File: config.mk
export PLATFORM = sky130hd
export DESIGN_NAME = controlador_de_luzes_multifaixa_flat
export DESIGN_NICKNAME = d
export VERILOG_FILES = /design/src/rtl/pacote_luzes_pkg.sv /design/src/rtl/controlador_de_luzes_multifaixa_if.sv /design/src/rtl/filtro_sensor.sv /design/src/rtl/controlador_de_luzes_multifaixa.sv /design/src/flat_wrapper.sv
export SDC_FILE = /design/constraint.sdc
export NUM_CORES = 1
export LEC_CHECK = 0
export BUFFER_PORTS_ARGS = -buffer_cell sky130_fd_sc_hd__buf_2
export CORE_MARGIN = 5
export CORE_UTILIZATION = 25
export CTS_CLUSTER_SIZE = 20
export DETAILED_ROUTE_END_ITERATION = 12
export PLACE_DENSITY = 0.48
export SETUP_SLACK_MARGIN = 0.4
export SLEW_MARGIN = 5
export SYNTH_ARGS = -nofsm -noshare
export SYNTH_HDL_FRONTEND = slang
export SYNTH_SLANG_ARGS = --single-unit
File: constraint.sdc
create_clock -name CLK -period 1.6 [get_ports CLK]
set_clock_uncertainty 0.2 [all_clocks]
set_input_delay 0.08 -clock CLK [delete_from_list [all_inputs] [get_ports CLK]]
set_output_delay 0.08 -clock CLK [all_outputs]
set_load 0.01 [all_outputs]
File: src/rtl/pacote_luzes_pkg.sv
// Shared constants for the multi-lane light controller: lane state encoding and
// the width of each lane's block-event counter.
package pacote_luzes_pkg;

    localparam logic [2:0] ST_INATIVO    = 3'd0;
    localparam logic [2:0] ST_PASSAGEM   = 3'd1;
    localparam logic [2:0] ST_VIGILANCIA = 3'd2;
    localparam logic [2:0] ST_BLOQUEIO   = 3'd3;
    localparam logic [2:0] ST_FALHA      = 3'd4;

    localparam int LARGURA_CONTAGEM = 8;

endpackage

File: src/rtl/controlador_de_luzes_multifaixa_if.sv
// Lane sensor / lamp bus of the multi-lane light controller.
// CONTAGEM_BLOQUEIOS exists only when CONTADOR_DE_BLOQUEIOS_EN is defined.
interface controlador_de_luzes_multifaixa_if
    import pacote_luzes_pkg::*;
#(
    parameter int N_FAIXAS = 2
);
    logic                ON_OFF;
    logic [N_FAIXAS-1:0] SENSOR_EXTERNO;
    logic [N_FAIXAS-1:0] NOVA_PASSAGEM;
    logic [N_FAIXAS-1:0] STATUS_DE_ENTRADA_LIBERADA;
    logic [N_FAIXAS-1:0] STATUS_DE_ESTRADA_BLOQUEADA;
    logic [N_FAIXAS-1:0] STATUS_DE_FALHA;
    logic                ALGUM_BLOQUEIO;
    logic                ALGUMA_FALHA;
`ifdef CONTADOR_DE_BLOQUEIOS_EN
    logic [LARGURA_CONTAGEM*N_FAIXAS-1:0] CONTAGEM_BLOQUEIOS;
`endif

    modport master (
        output ON_OFF, SENSOR_EXTERNO, NOVA_PASSAGEM,
        input  STATUS_DE_ENTRADA_LIBERADA, STATUS_DE_ESTRADA_BLOQUEADA, STATUS_DE_FALHA,
        input  ALGUM_BLOQUEIO, ALGUMA_FALHA
`ifdef CONTADOR_DE_BLOQUEIOS_EN
        , input CONTAGEM_BLOQUEIOS
`endif
    );

    modport slave (
        input  ON_OFF, SENSOR_EXTERNO, NOVA_PASSAGEM,
        output STATUS_DE_ENTRADA_LIBERADA, STATUS_DE_ESTRADA_BLOQUEADA, STATUS_DE_FALHA,
        output ALGUM_BLOQUEIO, ALGUMA_FALHA
`ifdef CONTADOR_DE_BLOQUEIOS_EN
        , output CONTAGEM_BLOQUEIOS
`endif
    );

endinterface

File: src/rtl/filtro_sensor.sv
// Two-flop synchroniser followed by a debounce counter: the filtered value follows the
// synchronised sensor only after it has disagreed for DEBOUNCE_CICLOS consecutive cycles.
module filtro_sensor #(
    parameter int DEBOUNCE_CICLOS = 4
) (
    input  logic CLK,
    input  logic RST,
    input  logic i_sensor,
    output logic o_filtrado
);
    localparam int LARG = (DEBOUNCE_CICLOS > 1) ? $clog2(DEBOUNCE_CICLOS) : 1;
    localparam logic [LARG-1:0] CONT_FIM = LARG'(DEBOUNCE_CICLOS - 1);

    logic            r_sinc_p0;
    logic            r_sinc_p1;
    logic            r_filtrado;
    logic [LARG-1:0] r_cont;

    always_ff @(posedge CLK) begin
        if (RST) begin
            r_sinc_p0  <= 1'b0;
            r_sinc_p1  <= 1'b0;
            r_filtrado <= 1'b0;
            r_cont     <= '0;
        end else begin
            r_sinc_p0 <= i_sensor;
            r_sinc_p1 <= r_sinc_p0;
            // debounce stage: a single agreeing cycle restarts the count
            if (r_sinc_p1 != r_filtrado) begin
                if (r_cont == CONT_FIM) begin
                    r_filtrado <= r_sinc_p1;
                    r_cont     <= '0;
                end else begin
                    r_cont <= r_cont + LARG'(1);
                end
            end else begin
                r_cont <= '0;
            end
        end
    end

    assign o_filtrado = r_filtrado;

endmodule

File: src/rtl/controlador_de_luzes_multifaixa.sv
// Per-lane entry/stop light controller with stuck-sensor fault detection.
// Optional macro CONTADOR_DE_BLOQUEIOS_EN adds a saturating per-lane block-event counter.
module controlador_de_luzes_multifaixa
    import pacote_luzes_pkg::*;
#(
    parameter int N_FAIXAS        = 2,
    parameter int DEBOUNCE_CICLOS = 4,
    parameter int TEMPO_LIMITE    = 16
) (
    input logic CLK,
    input logic RST,
    controlador_de_luzes_multifaixa_if.slave bus
);
    localparam int LARG_TEMPO = $clog2(TEMPO_LIMITE);
    localparam logic [LARG_TEMPO-1:0] TEMPO_FIM = LARG_TEMPO'(TEMPO_LIMITE - 1);

    logic [N_FAIXAS-1:0] w_liberada;
    logic [N_FAIXAS-1:0] w_bloqueada;
    logic [N_FAIXAS-1:0] w_falha;

`ifdef CONTADOR_DE_BLOQUEIOS_EN
    logic [N_FAIXAS-1:0][LARGURA_CONTAGEM-1:0] w_contagem;

    function automatic logic [LARGURA_CONTAGEM-1:0] incrementa_saturado(
        input logic [LARGURA_CONTAGEM-1:0] valor
    );
        return (&valor) ? valor : valor + LARGURA_CONTAGEM'(1);
    endfunction
`endif

    for (genvar g = 0; g < N_FAIXAS; g++) begin : g_faixa
        logic                  w_filtrado;
        logic [2:0]            r_estado;
        logic [LARG_TEMPO-1:0] r_tempo;

        filtro_sensor #(
            .DEBOUNCE_CICLOS(DEBOUNCE_CICLOS)
        ) u_filtro (
            .CLK       (CLK),
            .RST       (RST),
            .i_sensor  (bus.SENSOR_EXTERNO[g]),
            .o_filtrado(w_filtrado)
        );

        // The fault check precedes the sensor-release check so the limit cycle always faults.
        always_ff @(posedge CLK) begin
            if (RST || !bus.ON_OFF) begin
                r_estado <= ST_INATIVO;
                r_tempo  <= '0;
            end else begin
                case (r_estado)
                    ST_INATIVO: r_estado <= ST_PASSAGEM;
                    ST_PASSAGEM: if (!w_filtrado) r_estado <= ST_VIGILANCIA;
                    ST_VIGILANCIA: begin
                        if (w_filtrado) begin
                            r_estado <= ST_BLOQUEIO;
                            r_tempo  <= '0;
                        end else if (bus.NOVA_PASSAGEM[g]) begin
                            r_estado <= ST_PASSAGEM;
                        end
                    end
                    ST_BLOQUEIO: begin
                        if (r_tempo == TEMPO_FIM) begin
                            r_estado <= ST_FALHA;
                            r_tempo  <= '0;
                        end else if (!w_filtrado) begin
                            r_estado <= ST_VIGILANCIA;
                            r_tempo  <= '0;
                        end else begin
                            r_tempo <= r_tempo + LARG_TEMPO'(1);
                        end
                    end
                    ST_FALHA: r_estado <= ST_FALHA;
                    default: begin
                        r_estado <= ST_INATIVO;
                        r_tempo  <= '0;
                    end
                endcase
            end
        end

        assign w_liberada[g]  = (r_estado == ST_PASSAGEM) || (r_estado == ST_VIGILANCIA);
        assign w_bloqueada[g] = (r_estado == ST_BLOQUEIO) || (r_estado == ST_FALHA);
        assign w_falha[g]     = (r_estado == ST_FALHA);

`ifdef CONTADOR_DE_BLOQUEIOS_EN
        logic [LARGURA_CONTAGEM-1:0] r_contagem;

        // Only RST clears the history; ON_OFF cycling keeps it.
        always_ff @(posedge CLK) begin
            if (RST) begin
                r_contagem <= '0;
            end else if (bus.ON_OFF && (r_estado == ST_VIGILANCIA) && w_filtrado) begin
                r_contagem <= incrementa_saturado(r_contagem);
            end
        end

        assign w_contagem[g] = r_contagem;
`endif
    end

    assign bus.STATUS_DE_ENTRADA_LIBERADA  = w_liberada;
    assign bus.STATUS_DE_ESTRADA_BLOQUEADA = w_bloqueada;
    assign bus.STATUS_DE_FALHA             = w_falha;
    assign bus.ALGUM_BLOQUEIO              = |w_bloqueada;
    assign bus.ALGUMA_FALHA                = |w_falha;
`ifdef CONTADOR_DE_BLOQUEIOS_EN
    assign bus.CONTAGEM_BLOQUEIOS          = w_contagem;
`endif

endmodule

File: src/flat_wrapper.sv
// flat-port wrapper written by rule: the top's interface ports become plain ports
module controlador_de_luzes_multifaixa_flat import pacote_luzes_pkg::*;
#(
    parameter int N_FAIXAS        = 2,
    parameter int DEBOUNCE_CICLOS = 4,
    parameter int TEMPO_LIMITE    = 16
)
  (CLK, RST, bus_ON_OFF, bus_SENSOR_EXTERNO, bus_NOVA_PASSAGEM, bus_STATUS_DE_ENTRADA_LIBERADA, bus_STATUS_DE_ESTRADA_BLOQUEADA, bus_STATUS_DE_FALHA, bus_ALGUM_BLOQUEIO, bus_ALGUMA_FALHA);
  controlador_de_luzes_multifaixa_if #(.N_FAIXAS(N_FAIXAS)) bus_i ();
  input logic CLK;
  input logic RST;
  input wire logic [$bits(bus_i.ON_OFF)-1:0] bus_ON_OFF;
  input wire logic [$bits(bus_i.SENSOR_EXTERNO)-1:0] bus_SENSOR_EXTERNO;
  input wire logic [$bits(bus_i.NOVA_PASSAGEM)-1:0] bus_NOVA_PASSAGEM;
  output wire logic [$bits(bus_i.STATUS_DE_ENTRADA_LIBERADA)-1:0] bus_STATUS_DE_ENTRADA_LIBERADA;
  output wire logic [$bits(bus_i.STATUS_DE_ESTRADA_BLOQUEADA)-1:0] bus_STATUS_DE_ESTRADA_BLOQUEADA;
  output wire logic [$bits(bus_i.STATUS_DE_FALHA)-1:0] bus_STATUS_DE_FALHA;
  output wire logic [$bits(bus_i.ALGUM_BLOQUEIO)-1:0] bus_ALGUM_BLOQUEIO;
  output wire logic [$bits(bus_i.ALGUMA_FALHA)-1:0] bus_ALGUMA_FALHA;
  assign bus_i.ON_OFF = bus_ON_OFF;
  assign bus_i.SENSOR_EXTERNO = bus_SENSOR_EXTERNO;
  assign bus_i.NOVA_PASSAGEM = bus_NOVA_PASSAGEM;
  assign bus_STATUS_DE_ENTRADA_LIBERADA = bus_i.STATUS_DE_ENTRADA_LIBERADA;
  assign bus_STATUS_DE_ESTRADA_BLOQUEADA = bus_i.STATUS_DE_ESTRADA_BLOQUEADA;
  assign bus_STATUS_DE_FALHA = bus_i.STATUS_DE_FALHA;
  assign bus_ALGUM_BLOQUEIO = bus_i.ALGUM_BLOQUEIO;
  assign bus_ALGUMA_FALHA = bus_i.ALGUMA_FALHA;
  controlador_de_luzes_multifaixa #(.N_FAIXAS(N_FAIXAS), .DEBOUNCE_CICLOS(DEBOUNCE_CICLOS), .TEMPO_LIMITE(TEMPO_LIMITE)) u_core (.CLK(CLK), .RST(RST), .bus(bus_i));
endmodule
==> impl_metrics.py, run 1 <==
metrics = {
    "status": {
        "outcome": "finished, violations left",
        "violations": "negative hold slack",
    },
    "worst_setup_path": {
        "reg2regPathDepth": 4,
        "critPathArrivalTime_ns": 1.44,
        "r2r-end": "u_core.g_faixa[0].r_tempo[0]",
        "rrSetupSlack_ns": 0.17,
        "start_kind": "flop",
        "endpoint": "u_core.g_faixa[0].r_tempo[0]",
        "crit_path_start": "u_core.g_faixa[0].r_tempo[0]",
        "cp-end-kind": "flop",
        "rr_startpoint": "u_core.g_faixa[0].r_tempo[0]",
        "max_stage_delay_ns": 0.36,
        "cp.required_ns": 1.61,
        "crit_fanout": 4,
        "criticalPathCategory": "flop to flop",
        "crit_chain": "ha_4, and3_4, nor4_4, mux2_4",
        "slowest_stage": "dfxtp_4",
    },
    "timing": {
        "max-slew-margin-rel": 0.7158,
        "rsz0062_at_grt": "yes",
        "min_period_ns": 1.428,
        "setup_viol_count_final": 0,
        "whs_ns": -0.06285,
        "finalCritPeriodShare": 0.8924,
        "finalSetupTns_ns": 0,
        "slew_violations": 0,
        "worstMarginPinSlew_ns": 0.4207,
        "fmax_mhz": 700.4,
        "final_hold_viol_count": 1,
    },
    "logic_synthesis": {
        "ys_seq_elements": 24,
        "syn_inst": 139,
        "syn_nets": 150,
        "ys.flop_type": "dfxtp_1",
        "syn_avg_cell_area_um2": 9.145,
        "yosysUniqueCellTypes": 40,
        "yosysWarnings": 0,
        "synth_top_area_share": 0.3780,
        "seq_area_frac_synth": 0.3780,
        "yosysMostFrequentCell": "dfxtp_1",
        "synth_commonest_cells": "24 x dfxtp_1, 11 x nor2_1, 10 x nand2_1",
        "synth_top_cell_by_area": "dfxtp_1",
        "synth_edf_count": 0,
        "syn_area_um2": 1271,
        "synth_area_leaders": "dfxtp_1 38%, nand3b_1 4.1%, ha_1 3.9%, buf_6 3.5%, xnor2_1 3.4%",
        "synthArstFlopShare": 0,
    },
    "final_layout": {
        "final_area_um2": 1982,
        "fin_util": 0.3956,
        "fin_nets": 196,
        "final_cell_count_no_fill": 254,
        "n_antenna_cell": 0,
        "area_delta_synth_final_pct": 55.91,
        "nFillCells": 517,
        "drive_above_1_share": 0.5163,
    },
    "flow_run": {
        "drv_cap": 0,
    },
    "grt": {
        "gr-total-overflow": 0,
        "antenna_found_initial": 0,
        "grt_pass1_wl_mm": 5.126,
        "grt_max_degree": 14,
        "gr-usage-all-layers": 0.09867,
        "grt_pass1_vias": 1130,
    },
    "cts": {
        "cts.sinks": 24,
        "htree_levels": 1,
        "worstSkewPairLatency_ns": 0.27,
        "cts_tree": "yes",
        "clockBufferDepth": 2,
        "numCtsBuffers": 3,
        "postCtsHoldBufs": 7,
        "clkTransAtPathRegs_ns": 0.08,
        "root_buffer": "clkbuf_8",
    },
    "min_path": {
        "hold_class": "input pin to flop",
        "min_path_cells": 3,
    },
    "power_and_ir_drop": {
        "finalPower_mw": 1.178,
        "vdd_drop_max_uv": 280.1,
        "leakage_nw": 0.7679,
        "cellPowerDensity_nw_per_um2": 594.4,
    },
    "place": {
        "portBuffers": 14,
        "dp_hpwl_mm": 1.875,
        "placed_cells": 215,
        "place_area_um2": 1448,
        "gp_congestion": 0.7568,
    },
    "drt": {
        "ant_nets": 0,
        "avgRoutedWirePerCell_um": 11.94,
        "drcViolationCount": 0,
        "vias": 1171,
        "dr.first_iter.drc_count": 61,
        "avgViaCountPerCell": 4.610,
        "routed_wl_mm": 3.033,
        "dr.pass1.iters": 4,
    },
    "floorplan": {
        "die_x_um": 81.31,
        "pin_count": 15,
        "start_util": 0.2537,
        "fp.dieH_um": 81.31,
        "coreArea_um2": 5010,
        "die-area_um2": 6611,
        "rows": 26,
    },
}
==> registers in the layout (all words and copies together), names as in the netlist <==
name                                cells
u_core.g_faixa.r_estado                 6
u_core.g_faixa.r_tempo                  8
u_core.g_faixa.u_filtro.o_filtrado      2
u_core.g_faixa.u_filtro.r_cont          4
u_core.g_faixa.u_filtro.r_sinc_p0       2
u_core.g_faixa.u_filtro.r_sinc_p1       2
==> worst min path at each step <==
stage	from	endpoint	slack, ns
final	bus_NOVA_PASSAGEM[0]	u_core.g_faixa[0].r_estado[2]	-0.06
after global routing	bus_NOVA_PASSAGEM[0]	u_core.g_faixa[0].r_estado[2]	-0.02
after detailed placement	bus_SENSOR_EXTERNO[0]	u_core.g_faixa[0].u_filtro.r_sinc_p0	0.09
after CTS	bus_NOVA_PASSAGEM[0]	u_core.g_faixa[0].r_estado[2]	-0.08
after floorplan	bus_SENSOR_EXTERNO[0]	u_core.g_faixa[0].u_filtro.r_sinc_p0	0.008
after global placement	bus_SENSOR_EXTERNO[0]	u_core.g_faixa[0].u_filtro.r_sinc_p0	0.09
==> placed cells by master, fill, tap and decap left out, types with 3 or more instances in the layout <==
cell / n
buf_2: 11
nor2_1: 6
nand3b_1: 7
dfxtp_2: 6
dlygate4sd3_1: 7
nor2b_1: 4
buf_6: 9
buf_4: 23
xnor2_1: 5
nor2_2: 3
a21oi_1: 3
dfxtp_1: 9
dfxtp_4: 9
clkbuf_8: 4
o211ai_1: 3
o21ai_0: 3
nand2b_4: 4
ha_4: 4
o21ai_1: 3
inv_1: 4
nand2_1: 7
==> metal layers <==
layer / GRT usage / vias up / part of all wire / wire [um]
met2: 0.1702 / 16 / 0.50 / 1510
met3: 0.02882 / 4 / 0.041 / 125
met5: 0 / - / 0 / 0
met4: 0.03041 / 0 / 0.013 / 38
met1: 0.1169 / 574 / 0.45 / 1359
li1: - / 577 / - / -
==> critical path, delay by kind of cell (launching register included) <==
kind,cells,cell delay (ns)
mux,1,0.19
simple gates,2,0.46
flops,1,0.36
fa+ha+maj,1,0.16
==> cell type report <==
class,count,area (um2),share of cell area
multi-input combinational,99,892.1,0.4501
sequential,24,521.8,0.2633
timing repair buffer,51,402.9,0.2033
tap,70,87.58,0.04419
clock buffer,4,55.05,0.02778
inverter,6,22.52,0.01136
==> power by group <==
part	internal, mW	switching (mW)	leakage, nW
Clock	0.220	0.201	0.0288
Sequential	0.596	0.0177	0.205
Combinational	0.0846	0.0584	0.534
==> logic make-up (layout without fill, tap and decap cells) <==
logic type / count (synthesis) / in the layout / synth area share
simple gates: 58 / 58 / 0.2884
compound gates: 28 / 28 / 0.1476
flops: 24 / 24 / 0.3780
buf+inv: 16 / 61 / 0.08069
xor+xnor: 6 / 6 / 0.04134
fa+ha+maj: 4 / 4 / 0.03937
mux: 3 / 3 / 0.02461
==> per-stage QoR <==
| stage | worst slack, ns | hold WS [ns] |
|---|---|---|
| 2_1_floorplan | 0.2686 | 0.008177 |
| 3_3_place_gp | 0.1422 | 0.08789 |
| 3_5_place_dp | 0.1085 | 0.09212 |
| 4_1_cts | 0.1831 | -0.08352 |
| 5_1_grt | 0.1132 | -0.02312 |
| 6_report | 0.1722 | -0.06285 |
==> timing repair <==
item	CTS	global route
setup buffers	21	7
setup endpoints to repair	26	26
pin swaps	21	13
endpoints found under the hold margin	13	1
resized for setup	37	23
(Power assumes the default switching activity.)
==> run 2: changes to the inputs <==
--- a/config.mk
+++ b/config.mk
@@ -6,6 +6,7 @@
 export NUM_CORES = 1
 export LEC_CHECK = 0
 export BUFFER_PORTS_ARGS = -buffer_cell sky130_fd_sc_hd__buf_2
+export CORE_ASPECT_RATIO = 1.1
 export CORE_MARGIN = 5
 export CORE_UTILIZATION = 25
 export CTS_CLUSTER_SIZE = 20
==> impl_metrics.py, run 2 (synthesis results as in run 1) <==
metrics = {
    "worst_setup_path": {
        "cp.buffers_inverters": 0,
        "cp-end-kind": "flop",
        "crit_chain": "ha_4, and3_4, nor4_4, mux2_4",
        "criticalPathCategory": "flop to flop",
        "crit_fanout": 3,
        "critPathArrivalTime_ns": 1.46,
        "cp.required_ns": 1.61,
        "slowest_stage": "dfxtp_4",
        "start_kind": "flop",
        "crit_family": "simple AND/OR/NAND/NOR gates",
        "max_stage_delay_ns": 0.36,
        "reg2regPathDepth": 4,
        "crit_cells": 4,
    },
    "power_and_ir_drop": {
        "intPower_mw": 1.013,
        "leakage_nw": 0.7888,
        "finalPower_mw": 1.293,
        "vdd_drop_max_uv": 283.6,
        "p_switching_uw": 280.0,
        "swShare": 0.2165,
        "seqPwrFrac": 0.471,
        "cellPowerDensity_nw_per_um2": 646.0,
        "pwr-share-clk": 0.414,
        "p_comb_frac": 0.114,
    },
    "min_path": {
        "hold_class": "input pin to flop",
        "min_path_cells": 4,
    },
    "drt": {
        "routedLengthMet1_mm": 1.302,
        "routed_wl_mm": 3.204,
        "avgRoutedWirePerCell_um": 13.19,
        "dr.max_layer_used": "met4",
        "ant_nets": 0,
        "avgViaCountPerCell": 4.790,
        "wl_met2_mm": 1.733,
        "vias": 1164,
        "dr.first_iter.drc_count": 24,
        "drcViolationCount": 0,
        "dr.pass1.iters": 4,
        "wl_met3_um": 94,
    },
    "final_layout": {
        "n_antenna_cell": 0,
        "area_delta_synth_final_pct": 57.48,
        "final_common_cell": "buf_4",
        "final_area_um2": 2002,
        "drive_above_1_share": 0.5351,
        "reg.largest.list": "u_core.g_faixa.r_tempo: 8 flops, u_core.g_faixa.r_estado: 6 flops, u_core.g_faixa.u_filtro.r_cont: 4 flops",
        "final_cell_mix": "22 x buf_4, 12 x buf_6, 10 x buf_2, 10 x dfxtp_4, 10 x dfxtp_1",
        "regMostFlops": "u_core.g_faixa.r_tempo",
        "largest_register_ffs": 8,
        "fin_nets": 197,
    },
    "timing": {
        "slew_violations": 0,
        "final_hold_viol_count": 3,
        "min_period_ns": 1.448,
        "worstMarginPinSlew_ns": 0.3407,
        "finalCritPeriodShare": 0.9049,
        "finalSetupTns_ns": 0,
        "setup_viol_count_final": 0,
        "setup_ws_ns": 0.1522,
        "max-slew-margin-rel": 0.7719,
        "rsz0062_at_grt": "yes",
        "whs_ns": -0.07753,
        "fmax_mhz": 690.7,
    },
    "status": {
        "outcome": "finished, violations left",
        "violations": "negative hold slack",
    },
    "place": {
        "portBuffers": 14,
        "gp_congestion": 0.7320,
        "dp_hpwl_mm": 1.873,
        "pre_cts_ws_ns": 0.1249,
        "place_area_um2": 1433,
    },
    "floorplan": {
        "pin_count": 15,
        "coreArea_um2": 4966,
        "start_util": 0.2560,
        "die-area_um2": 6613,
        "die_x_um": 77.99,
        "fp.dieH_um": 84.79,
        "rows": 27,
    },
    "grt": {
        "gr-total-overflow": 0,
        "grt_pass1_wl_mm": 5.299,
        "antenna_found_initial": 0,
        "gr-usage-all-layers": 0.09738,
        "grt_max_degree": 15,
        "grt_pass1_vias": 1172,
    },
    "cts": {
        "clockBufferDepth": 2,
        "cts_tree": "yes",
        "htree_levels": 1,
        "postCtsHoldBufs": 5,
        "cts.sinks": 24,
        "clkTransAtPathRegs_ns": 0.09,
        "worstSkewPairLatency_ns": 0.27,
        "numCtsBuffers": 3,
        "root_buffer": "clkbuf_8",
    },
    "flow_run": {
        "drv_cap": 0,
    },
}
[run 2: cell types whose count changed in the layout (fill, tap and decap cells not counted), moves of 2 or more]
cell,delta
buf_12,+2
buf_6,+3
dfxtp_2,-2
dlygate4sd3_1,-2
ha_2,+2
ha_4,-2
nor2b_4,-2
[run 2: path summary, 6_finish.rpt]
check / to / slack, ns / start
hold / removal: u_core.g_faixa[0].r_estado[2] / -0.08 / RST
setup / recovery: u_core.g_faixa[0].r_tempo[0] / 0.15 / u_core.g_faixa[0].r_tempo[0]
hold reg to reg: u_core.g_faixa[0].u_filtro.r_cont[0] / 0.21 / u_core.g_faixa[0].u_filtro.r_cont[0]
setup reg to reg: u_core.g_faixa[0].r_tempo[0] / 0.15 / u_core.g_faixa[0].r_tempo[0]
[run 2: layout make-up]
| type | instances | area, um2 |
|---|---|---|
| clock inverters | 1 | 30.03 |
| flip-flops and latches | 24 | 523.0 |
| clock buffers | 3 | 41.29 |
| repair buffers | 52 | 445.4 |
| fillers | 482 | 2964 |
| inverters | 6 | 22.52 |
| multi-input cells | 99 | 867.1 |
| well taps | 58 | 72.57 |
[run 2: repair_timing]
| action | 4_1_cts | 5_1_grt |
|---|---|---|
| hold endpoints to repair | 12 | 3 |
| pin swaps | 16 | 19 |
| gates resized for setup | 39 | 22 |
| setup endpoints to repair | 26 | 26 |
| setup buffers | 24 | 7 |
[run 2: worst min-delay path, delay by kind of cell]
family,cells,cell delay [ns]
compound gates,2,0.10
buf+inv,1,0.09
simple gates,1,0.08
[run 2: metrics by stage]
stage	utilization	std cells
2_1_floorplan	-	139
3_3_place_gp	0.2885	203
3_5_place_dp	0.2885	203
4_1_cts	0.3734	236
5_1_grt	0.4031	243
6_report	0.4031	243
[run 2: power by group through the flow]
stage                     sequential (mW)  combinational (mW)  clock (mW)
after detailed placement            0.641              0.0787           0
final                               0.609               0.148       0.536
after global placement              0.640              0.0772           0
after global routing                0.612               0.163       0.580
after CTS                           0.611               0.136       0.549
after floorplan                     0.627              0.0726           0
[run 2: routing by layer]
layer  vias to the layer above  track usage
li1                        583            -
met3                         6      0.01609
met2                        20       0.1708
met4                         0      0.04608
met1                       555       0.1135
met5                         -            0
